File: src/rtl/hsid_x_read_seq.sv
// Sequences one captured-pixel OBI read followed by the library read, optionally split into MAX_BURST chunks.
// Optional feature macro: HSID_X_READ_SEQ_CHUNK_EN (library read chunked into MAX_BURST-word transactions).
`ifndef HSID_WORD_WIDTH
`define HSID_WORD_WIDTH 32
`endif
`ifndef HSID_DATA_WIDTH
`define HSID_DATA_WIDTH 16
`endif
`ifndef HSID_HSP_BANDS_WIDTH
`define HSID_HSP_BANDS_WIDTH 8
`endif
`ifndef HSID_HSP_LIBRARY_WIDTH
`define HSID_HSP_LIBRARY_WIDTH 8
`endif

module hsid_x_read_seq #(
    parameter int WORD_WIDTH        = `HSID_WORD_WIDTH,
    parameter int DATA_WIDTH        = `HSID_DATA_WIDTH,
    parameter int HSP_BANDS_WIDTH   = `HSID_HSP_BANDS_WIDTH,
    parameter int HSP_LIBRARY_WIDTH = `HSID_HSP_LIBRARY_WIDTH,
    parameter int LIMIT_WIDTH       = HSP_BANDS_WIDTH + HSP_LIBRARY_WIDTH,
    parameter int MAX_BURST         = 64
) (
    input  logic                         clk,
    input  logic                         rst,
    input  logic [HSP_BANDS_WIDTH-1:0]   pixel_bands,
    input  logic [HSP_LIBRARY_WIDTH-1:0] library_size,
    input  logic [WORD_WIDTH-1:0]        captured_pixel_addr,
    input  logic [WORD_WIDTH-1:0]        library_pixel_addr,
    input  logic                         start,
    input  logic                         clear,
    output logic [WORD_WIDTH-1:0]        obi_initial_addr,
    output logic [LIMIT_WIDTH-1:0]       obi_limit_in,
    output logic                         obi_start,
    input  logic                         obi_done,
    input  logic                         obi_error,
    output logic                         busy,
    output logic                         done,
    output logic                         error,
    output logic [LIMIT_WIDTH-1:0]       lib_words_left
);

    // state      | meaning
    // IDLE       | waiting for start; START_CAPT/START_LIB pulse obi_start
    // READ_CAPT  | captured pixel read in flight; READ_LIB library chunk in flight
    // DONE / ERR | one-cycle completion pulse / error latch, then IDLE
    typedef enum logic [2:0] {
        IDLE, START_CAPT, READ_CAPT, START_LIB, READ_LIB, DONE, ERR
    } state_e;

`ifdef HSID_X_READ_SEQ_CHUNK_EN
    localparam bit CHUNK_EN = 1'b1;
`else
    localparam bit CHUNK_EN = 1'b0;
`endif

    localparam int RATIO      = WORD_WIDTH / DATA_WIDTH;
    localparam int RATIO_LOG2 = (RATIO > 1) ? $clog2(RATIO) : 0;
    localparam int PROD_WIDTH = HSP_BANDS_WIDTH + HSP_LIBRARY_WIDTH;
    localparam int CMP_WIDTH  = ((PROD_WIDTH > LIMIT_WIDTH) ? PROD_WIDTH : LIMIT_WIDTH) + 1;
    localparam logic [CMP_WIDTH-1:0] LIMIT_MAX = (CMP_WIDTH'(1) << LIMIT_WIDTH) - CMP_WIDTH'(1);

    state_e                   state_q, state_d;
    logic [WORD_WIDTH-1:0]    obi_initial_addr_q, obi_initial_addr_d;
    logic [LIMIT_WIDTH-1:0]   obi_limit_in_q, obi_limit_in_d;
    logic                     obi_start_q, obi_start_d;
    logic                     busy_q, busy_d;
    logic                     done_q, done_d;
    logic                     error_q, error_d;
    logic [LIMIT_WIDTH-1:0]   lib_words_left_q, lib_words_left_d;
    logic [WORD_WIDTH-1:0]    lib_addr_q, lib_addr_d;

    logic [HSP_BANDS_WIDTH:0] packs;
    logic [PROD_WIDTH-1:0]    total;
    logic                     cfg_bad;
    logic [LIMIT_WIDTH-1:0]   left_next;
    logic [WORD_WIDTH-1:0]    lib_addr_next;

    function automatic logic [LIMIT_WIDTH-1:0] chunk_of(input logic [LIMIT_WIDTH-1:0] left);
        if (CHUNK_EN && (32'(left) > 32'(MAX_BURST)))
            return LIMIT_WIDTH'(MAX_BURST);
        return left;
    endfunction

    // Extra MSB keeps the round-up add from overflowing on the widest band count.
    assign packs = ({1'b0, pixel_bands} + (HSP_BANDS_WIDTH+1)'(RATIO - 1)) >> RATIO_LOG2;
    assign total = PROD_WIDTH'(packs) * PROD_WIDTH'(library_size);
    assign cfg_bad = (packs == '0) || (library_size == '0) || (CMP_WIDTH'(total) > LIMIT_MAX);
    assign left_next = lib_words_left_q - obi_limit_in_q;
    assign lib_addr_next = lib_addr_q
                         + WORD_WIDTH'(obi_limit_in_q) * WORD_WIDTH'(WORD_WIDTH / 8);

    always_comb begin
        state_d            = state_q;
        obi_initial_addr_d = obi_initial_addr_q;
        obi_limit_in_d     = obi_limit_in_q;
        obi_start_d        = 1'b0;
        done_d             = 1'b0;
        error_d            = error_q;
        lib_words_left_d   = lib_words_left_q;
        lib_addr_d         = lib_addr_q;
        case (state_q)
            IDLE: begin
                if (start) begin
                    error_d = 1'b0;
                    if (cfg_bad) begin
                        state_d          = ERR;
                        lib_words_left_d = '0;
                    end else begin
                        state_d            = START_CAPT;
                        obi_initial_addr_d = captured_pixel_addr;
                        obi_limit_in_d     = LIMIT_WIDTH'(packs);
                        obi_start_d        = 1'b1;
                        lib_words_left_d   = LIMIT_WIDTH'(total);
                        lib_addr_d         = library_pixel_addr;
                    end
                end
            end
            START_CAPT: state_d = READ_CAPT;
            READ_CAPT: begin
                if (obi_error) begin
                    state_d = ERR;
                end else if (obi_done) begin
                    state_d            = START_LIB;
                    obi_initial_addr_d = lib_addr_q;
                    obi_limit_in_d     = chunk_of(lib_words_left_q);
                    obi_start_d        = 1'b1;
                end
            end
            START_LIB: state_d = READ_LIB;
            READ_LIB: begin
                if (obi_error) begin
                    state_d = ERR;
                end else if (obi_done) begin
                    lib_words_left_d = left_next;
                    lib_addr_d       = lib_addr_next;
                    if (left_next == '0) begin
                        state_d = DONE;
                        done_d  = 1'b1;
                    end else begin
                        state_d            = START_LIB;
                        obi_initial_addr_d = lib_addr_next;
                        obi_limit_in_d     = chunk_of(left_next);
                        obi_start_d        = 1'b1;
                    end
                end
            end
            DONE: state_d = IDLE;
            ERR: begin
                state_d = IDLE;
                error_d = 1'b1;
            end
            default: state_d = IDLE;
        endcase
        if (clear) begin
            state_d            = IDLE;
            obi_initial_addr_d = obi_initial_addr_q;
            obi_limit_in_d     = obi_limit_in_q;
            obi_start_d        = 1'b0;
            done_d             = 1'b0;
            error_d            = 1'b0;
            lib_words_left_d   = '0;
        end
        busy_d = (state_d != IDLE);
    end

    always_ff @(posedge clk) begin
        if (rst) begin
            state_q            <= IDLE;
            obi_initial_addr_q <= '0;
            obi_limit_in_q     <= LIMIT_WIDTH'(1);
            obi_start_q        <= 1'b0;
            busy_q             <= 1'b0;
            done_q             <= 1'b0;
            error_q            <= 1'b0;
            lib_words_left_q   <= '0;
            lib_addr_q         <= '0;
        end else begin
            state_q            <= state_d;
            obi_initial_addr_q <= obi_initial_addr_d;
            obi_limit_in_q     <= obi_limit_in_d;
            obi_start_q        <= obi_start_d;
            busy_q             <= busy_d;
            done_q             <= done_d;
            error_q            <= error_d;
            lib_words_left_q   <= lib_words_left_d;
            lib_addr_q         <= lib_addr_d;
        end
    end

    assign obi_initial_addr = obi_initial_addr_q;
    assign obi_limit_in     = obi_limit_in_q;
    assign obi_start        = obi_start_q;
    assign busy             = busy_q;
    assign done             = done_q;
    assign error            = error_q;
    assign lib_words_left   = lib_words_left_q;

endmodule

File: config.mk
export PLATFORM = sky130hd
export DESIGN_NAME = hsid_x_read_seq
export DESIGN_NICKNAME = d
export VERILOG_FILES = /design/src/rtl/hsid_x_read_seq.sv
export SDC_FILE = /design/constraint.sdc
export NUM_CORES = 1
export LEC_CHECK = 0
export ABC_AREA = 1
export ABC_CLOCK_PERIOD_IN_PS = 6100
export CORE_ASPECT_RATIO = 1.25
export CORE_UTILIZATION = 55
export CTS_CLUSTER_SIZE = 40
export DETAILED_ROUTE_END_ITERATION = 10
export PLACE_DENSITY = 0.82
export SLEW_MARGIN = 20
export SYNTH_ARGS = -nofsm -noshare
export SYNTH_HDL_FRONTEND = slang
export SYNTH_SLANG_ARGS = --single-unit
File: constraint.sdc
create_clock -name clk -period 6.1 [get_ports clk]
set_input_delay 1.22 -clock clk [delete_from_list [all_inputs] [get_ports clk]]
set_output_delay 1.22 -clock clk [all_outputs]
set_load 0.1 [all_outputs]
==> flow_metrics.py, run 1 <==
metrics = {
    "outcome": {
        "outcome": "completed",
    },
    "power": {
        "power_leakage_nw": 5.78,
        "ir_worst_vdd_uv": 242,
        "p_per_area_nw_per_um2": 268,
    },
    "drt": {
        "drtIter0Drc": 994,
        "wirelength_um": 30300,
        "ant_nets": 0,
        "wl_per_cell_um": 16.3,
        "num_vias": 10567,
        "via_per_inst": 5.68,
        "drtPass1Iterations": 6,
        "detail_route.drc_violations": 0,
    },
    "logic_synthesis": {
        "synth_seq_cells": 103,
        "async_flop_share_pct": 0,
        "synth_edf_count": 0,
        "synth_seq_area_share_pct": 21.9,
        "synth_xor_area_share_pct": 0.732,
        "synth_area_um2": 9400,
        "synth_top_family_by_area": "simple AND/OR/NAND/NOR gates",
        "yosysUniqueCellTypes": 49,
        "synth_cells": 1481,
        "yosys_warnings": 0,
        "synth_fa_ha_area_share_pct": 17.1,
        "synth-simple-area-share_pct": 33.9,
        "synth.top_cell.area_share_pct": 21.9,
        "synthMuxAreaShare_pct": 0,
        "dominantRegCellSynth": "dfxtp_1",
        "synth_compound_gate_area_share_pct": 15.4,
        "yosys.area.top_type": "dfxtp_1",
        "synth_area_leaders": "dfxtp_1 (22%), nand2_1 (16%), ha_1 (9.1%)",
        "avgSynthCellArea_um2": 6.35,
        "syn_nets": 1673,
    },
    "clock_network": {
        "cts_max_path_buffers": 2,
        "clk_pin_slew_ns": 0.08,
        "numCtsBuffers": 9,
        "insertion_delay_ns": 0.36,
        "cts.root.buffer_cell": "clkbuf_16",
        "cts_tree": "done",
        "cts-htree-levels": 3,
        "cts_sinks": 103,
        "hold_buffers": 0,
    },
    "setup_path": {
        "worst-endpoint-arrival_ns": 5.96,
        "reg2reg_depth": 19,
        "crit_slowest_cell": "fa_1",
        "reg2reg_from": "lib_words_left[0]",
        "critical_path_class": "input pin to flop",
        "slowest_delay_ns": 0.55,
        "critPathLaunchType": "input pin",
        "r2r_setup_slack_ns": 1.89,
        "critPathMaxFanout": 7,
        "r2r-end": "obi_initial_addr[28]",
        "crit_required_ns": 6.30,
        "crit_path_end_kind": "flop",
    },
    "cells_and_area": {
        "drive_gt1_share_pct": 6.96,
        "diodes": 0,
        "area_delta_synth_final_pct": 23.9,
        "nets": 1826,
    },
    "floorplan": {
        "fp.dieH_um": 148,
        "dieArea_um2": 17600,
        "core_area_um2": 16800,
        "initial_core_util_pct": 56.0,
        "die_w_um": 119,
        "ios": 154,
        "num_rows": 53,
    },
    "timing": {
        "tightest_slew_ns": 1.04,
        "max_clock_freq_mhz": 174,
        "relSlewSlack_pct": 30.4,
        "grt_setup_unrepaired": "false",
        "period_share_pct": 94.4,
        "setup-violations-final": 0,
        "tns_ns": 0,
        "final_hold_viol_count": 0,
        "slew_viol_final": 0,
        "fin_crit_ns": 5.76,
        "fin_hold_ws_ns": 0.464,
        "finClkSkew_ns": 0.0145,
    },
    "job": {
        "maxCapViolCount": 0,
    },
    "hold_path": {
        "hold_end": "obi_initial_addr[18]",
        "min_from": "obi_initial_addr[18]",
        "hold_depth": 2,
        "hold_path.class": "flop to flop",
    },
    "placement": {
        "gp_congestion": 0.942,
        "hpwlAfterDp_um": 23300,
        "port_buffers": 153,
    },
    "grt": {
        "grt.total_usage_pct": 34.2,
        "antenna_found_initial": 0,
        "grt_max_degree": 53,
        "grt_pass1_vias": 9834,
        "grt_pass1_wl_um": 48100,
        "gr-total-overflow": 0,
    },
}
[through the flow]
stage               instances  worst slack (ns)  cell area, µm²  total power (W)  util (%)
floorplan                1481             0.496            9400          0.00196         -
CTS                      1855            0.0871           11500          0.00303      68.7
global route             1859            0.0389           11600          0.00334      69.4
global placement         1839            -0.128           11200          0.00241      67.0
finish                   1859             0.340           11600          0.00312      69.4
detailed placement       1839            -0.269           11200          0.00243      67.0
[critical path, delay by kind of cell]
kind	cells	cell delay, ns
AO/OA/AOI/OAI	4	0.42
adder cells (fa/ha/maj)	5	2.42
buffers and inverters	8	0.99
AND/OR/NAND/NOR	8	0.91
[sequential cells by signal, summed over array words and instances (netlist names)]
name	flops
error	1
done	1
obi_initial_addr	32
obi_start	1
obi_limit_in	16
state_q	3
lib_words_left	16
busy	1
lib_addr_q	32
[cell usage in the layout (no fill, tap or decap), types with 11 or more instances in the layout]
master / n
a21oi_1: 106
a22oi_1: 15
a31oi_1: 19
buf_4: 38
clkdlybuf4s50_1: 150
dfxtp_1: 103
fa_1: 38
ha_1: 64
inv_1: 199
nand2_1: 394
nand2_2: 11
nand3_1: 77
nand4_1: 41
nor2_1: 169
nor3_1: 17
o211ai_1: 11
o21ai_0: 82
or2_2: 11
[cell families after synthesis]
family / count (synthesis)
compound gates: 259
xor+xnor: 7
fa+ha+maj: 106
buf+inv: 257
flops: 103
simple gates: 749
[synthesized netlist by cell type, types with 2 or more instances]
cell type  count
a21o_1         4
a22oi_1       15
nor2_1       171
or2_1          2
nor3_1        17
buf_4          4
o21ai_0       84
inv_1        200
buf_6          4
inv_2          5
clkinv_1       2
nand2_1      395
nand4_1       41
a22o_1         2
nand3b_1       3
dfxtp_1      103
nand3_1       77
nand3_2        2
a21oi_2        5
xor2_1         5
clkbuf_1      31
and2_1         3
o21bai_1       2
nor2_2         6
nor4_1         4
fa_1          38
buf_2          7
nand2_4        2
nand2_2       10
a31oi_1       20
a21oi_1      110
o211ai_1      11
or2_2         11
buf_1          3
ha_1          68
[routing by layer]
layer	vias to the layer above	track usage, %	wire length, µm	share of wire (%)
met2	506	60.4	15000	49
met5	-	0	0	0
met4	0	18.9	1490	4.9
li1	5119	-	-	-
met1	4856	40.8	11700	39
met3	86	3.18	2140	7.1
[area by class of cell]
class / instances / area (µm²)
repair buffers: 192 / 1840
multi-input cells: 1121 / 6390
well taps: 220 / 275
flip-flops and latches: 103 / 2060
inverters: 207 / 777
clock buffers: 9 / 225
clock inverters: 7 / 71.3
fillers: 1499 / 5130
[worst max-delay path by stage]
stage	from	endpoint	slack (ns)	depth (start not counted)
6_report	pixel_bands[3]	lib_words_left[13]	0.34	25
3_3_place_gp	pixel_bands[0]	lib_words_left[12]	-0.13	25
5_1_grt	pixel_bands[3]	lib_words_left[13]	0.04	25
4_1_cts	pixel_bands[0]	lib_words_left[12]	0.09	25
3_5_place_dp	pixel_bands[0]	lib_words_left[12]	-0.27	25
2_1_floorplan	pixel_bands[0]	lib_words_left[10]	0.50	23
[timing repair]
item,4_1_cts,5_1_grt
resized for setup,0,19
setup buffers,0,4
setup endpoints to repair,0,7
[where the power goes]
group          leakage [nW]  switching [W]  internal [W]
clock network         0.146       0.000306      0.000291
logic                  4.78        0.00110      0.000631
registers             0.848      0.0000614      0.000729
(Power assumes the default switching activity.)
==> run 2, diff against run 1 <==
--- a/config.mk
+++ b/config.mk
@@ -11,6 +11,8 @@
 export CORE_UTILIZATION = 55
 export CTS_CLUSTER_SIZE = 40
 export DETAILED_ROUTE_END_ITERATION = 10
+export HOLD_SLACK_MARGIN = 0.06
+export MAX_ROUTING_LAYER = met4
 export PLACE_DENSITY = 0.82
 export SLEW_MARGIN = 20
 export SYNTH_ARGS = -nofsm -noshare
==> run 2 against run 1 <==
Effect of this change: wire length fell by 0.54%; maximum frequency is 1.4% lower; die area is the same; critical endpoint is now lib_words_left[15].
==> flow_metrics.py, run 2 (synthesis gave the netlist of run 1 again) <==
metrics = {
    "grt": {
        "grt.total_usage_pct": 35.3,
        "antenna_found_initial": 0,
        "grt_pass1_wl_um": 47900,
        "gr-total-overflow": 0,
        "grt_pass1_vias": 9727,
        "grt_max_degree": 50,
    },
    "drt": {
        "wirelength_um": 30100,
        "via_per_inst": 5.61,
        "drtIter0Drc": 887,
        "ant_nets": 0,
        "num_vias": 10430,
        "wl_per_cell_um": 16.2,
        "drtPass1Iterations": 5,
        "detail_route.drc_violations": 0,
    },
    "cells_and_area": {
        "final_cell_mix": "nand2_1 (395), inv_1 (199), nor2_1 (168), clkdlybuf4s50_1 (152), a21oi_1 (106)",
        "nets": 1825,
        "diodes": 0,
        "final_cells": 1858,
        "area_delta_synth_final_pct": 23.9,
        "final_area_um2": 11600,
        "drive_gt1_share_pct": 6.90,
        "fillers": 1485,
        "final_common_cell": "nand2_1",
    },
    "clock_network": {
        "insertion_delay_ns": 0.37,
        "hold_buffers": 0,
        "cts_sinks": 103,
        "cts-htree-levels": 3,
        "cts_tree": "done",
        "numCtsBuffers": 9,
        "clk_pin_slew_ns": 0.08,
        "cts.root.buffer_cell": "clkbuf_16",
        "cts_max_path_buffers": 2,
    },
    "placement": {
        "dpl_worst_slack_ns": -0.248,
        "place_area_um2": 11200,
        "gp_congestion": 0.953,
        "port_buffers": 153,
        "hpwlAfterDp_um": 23300,
        "dpl.cell_count": 1837,
    },
    "job": {
        "maxCapViolCount": 0,
    },
    "setup_path": {
        "path_cells": "clkdlybuf4s50_1 > ha_2 > nand2_1 > nor2_2 > nand2_1 > buf_4 > nand2_2 > buf_4 > nor2_1 > fa_1 > fa_1 > inv_1 > fa_1 > fa_1 > inv_1 > ha_1 > a21oi_1 > nand2_1 > nand3_1 > nand4_1 > or2_2 > nand3_1 > a31oi_1",
        "critPathMaxFanout": 5,
        "cpMostUsedCell": "fa_1",
        "worst-endpoint-arrival_ns": 6.06,
        "crit_slowest_cell": "fa_1",
        "crit_path_end_kind": "flop",
        "crit_required_ns": 6.32,
        "critPathLaunchType": "input pin",
        "slowest_delay_ns": 0.54,
        "critical_path_class": "input pin to flop",
    },
    "floorplan": {
        "initial_core_util_pct": 56.0,
        "fp.dieH_um": 148,
        "ios": 154,
        "core_area_um2": 16800,
        "die_w_um": 119,
        "dieArea_um2": 17600,
        "num_rows": 53,
    },
    "power": {
        "ir_worst_vdd_uv": 245,
        "p_per_area_nw_per_um2": 268,
        "power_leakage_nw": 5.76,
    },
    "timing": {
        "setup-violations-final": 0,
        "max_clock_freq_mhz": 171,
        "final_hold_viol_count": 0,
        "setup_slack_ns": 0.256,
        "fin_crit_ns": 5.84,
        "fin_hold_ws_ns": 0.467,
        "relSlewSlack_pct": 32.4,
        "finClkSkew_ns": 0.0108,
        "period_share_pct": 95.8,
        "tns_ns": 0,
        "tightest_slew_ns": 1.01,
        "slew_viol_final": 0,
    },
    "outcome": {
        "outcome": "completed",
    },
    "hold_path": {
        "hold_path.class": "flop to flop",
    },
}
## run 2: final timing paths
check	start	to	slack, ns	cells past startpoint
setup / recovery	pixel_bands[1]	lib_words_left[15]	0.26	23
setup reg to reg	lib_words_left[0]	obi_initial_addr[16]	1.93	19
hold reg to reg	obi_initial_addr[10]	obi_initial_addr[10]	0.47	2
hold / removal	obi_initial_addr[10]	obi_initial_addr[10]	0.47	2
## run 2: metrics by stage
stage	power [W]	util, %
finish	0.00312	69.4
global route	0.00334	69.4
CTS	0.00302	68.7
detailed placement	0.00242	66.9
global placement	0.00241	66.9
floorplan	0.00196	-
## run 2: cell type report
cell class | instances | area (µm²) | area share (%)
clock buffers | 9 | 225 | 1.93
flip-flops and latches | 103 | 2060 | 17.7
repair buffers | 191 | 1830 | 15.7
well taps | 220 | 275 | 2.36
clock inverters | 7 | 78.8 | 0.677
inverters | 207 | 777 | 6.67
multi-input cells | 1121 | 6390 | 54.9
## run 2: metal layers
layer | global-route usage (%) | wire [µm]
met1 | 41.6 | 12100
met2 | 59.8 | 15000
met3 | 3.41 | 1650
met5 | - | 0
met4 | 18.4 | 1390
## run 2: power breakdown
part / leakage [nW] / internal [W] / total, W / switching [W]
combinational: 4.76 / 0.000635 / 0.00172 / 0.00109
sequential: 0.848 / 0.000729 / 0.000790 / 0.0000604
clock: 0.148 / 0.000292 / 0.000605 / 0.000313
total: 5.76 / 0.00166 / 0.00312 / 0.00146
## run 2: worst max-delay path, delay by kind of cell
kind / cells / cell delay [ns]
compound gates: 2 / 0.24
buf+inv: 5 / 0.88
simple gates: 10 / 1.24
fa+ha+maj: 6 / 2.46
## run 2: what timing repair did
action,CTS,global route
buffers inserted,0,5
endpoints found under the setup margin,0,6
gates resized for setup,0,18
hold endpoints to repair,0,0
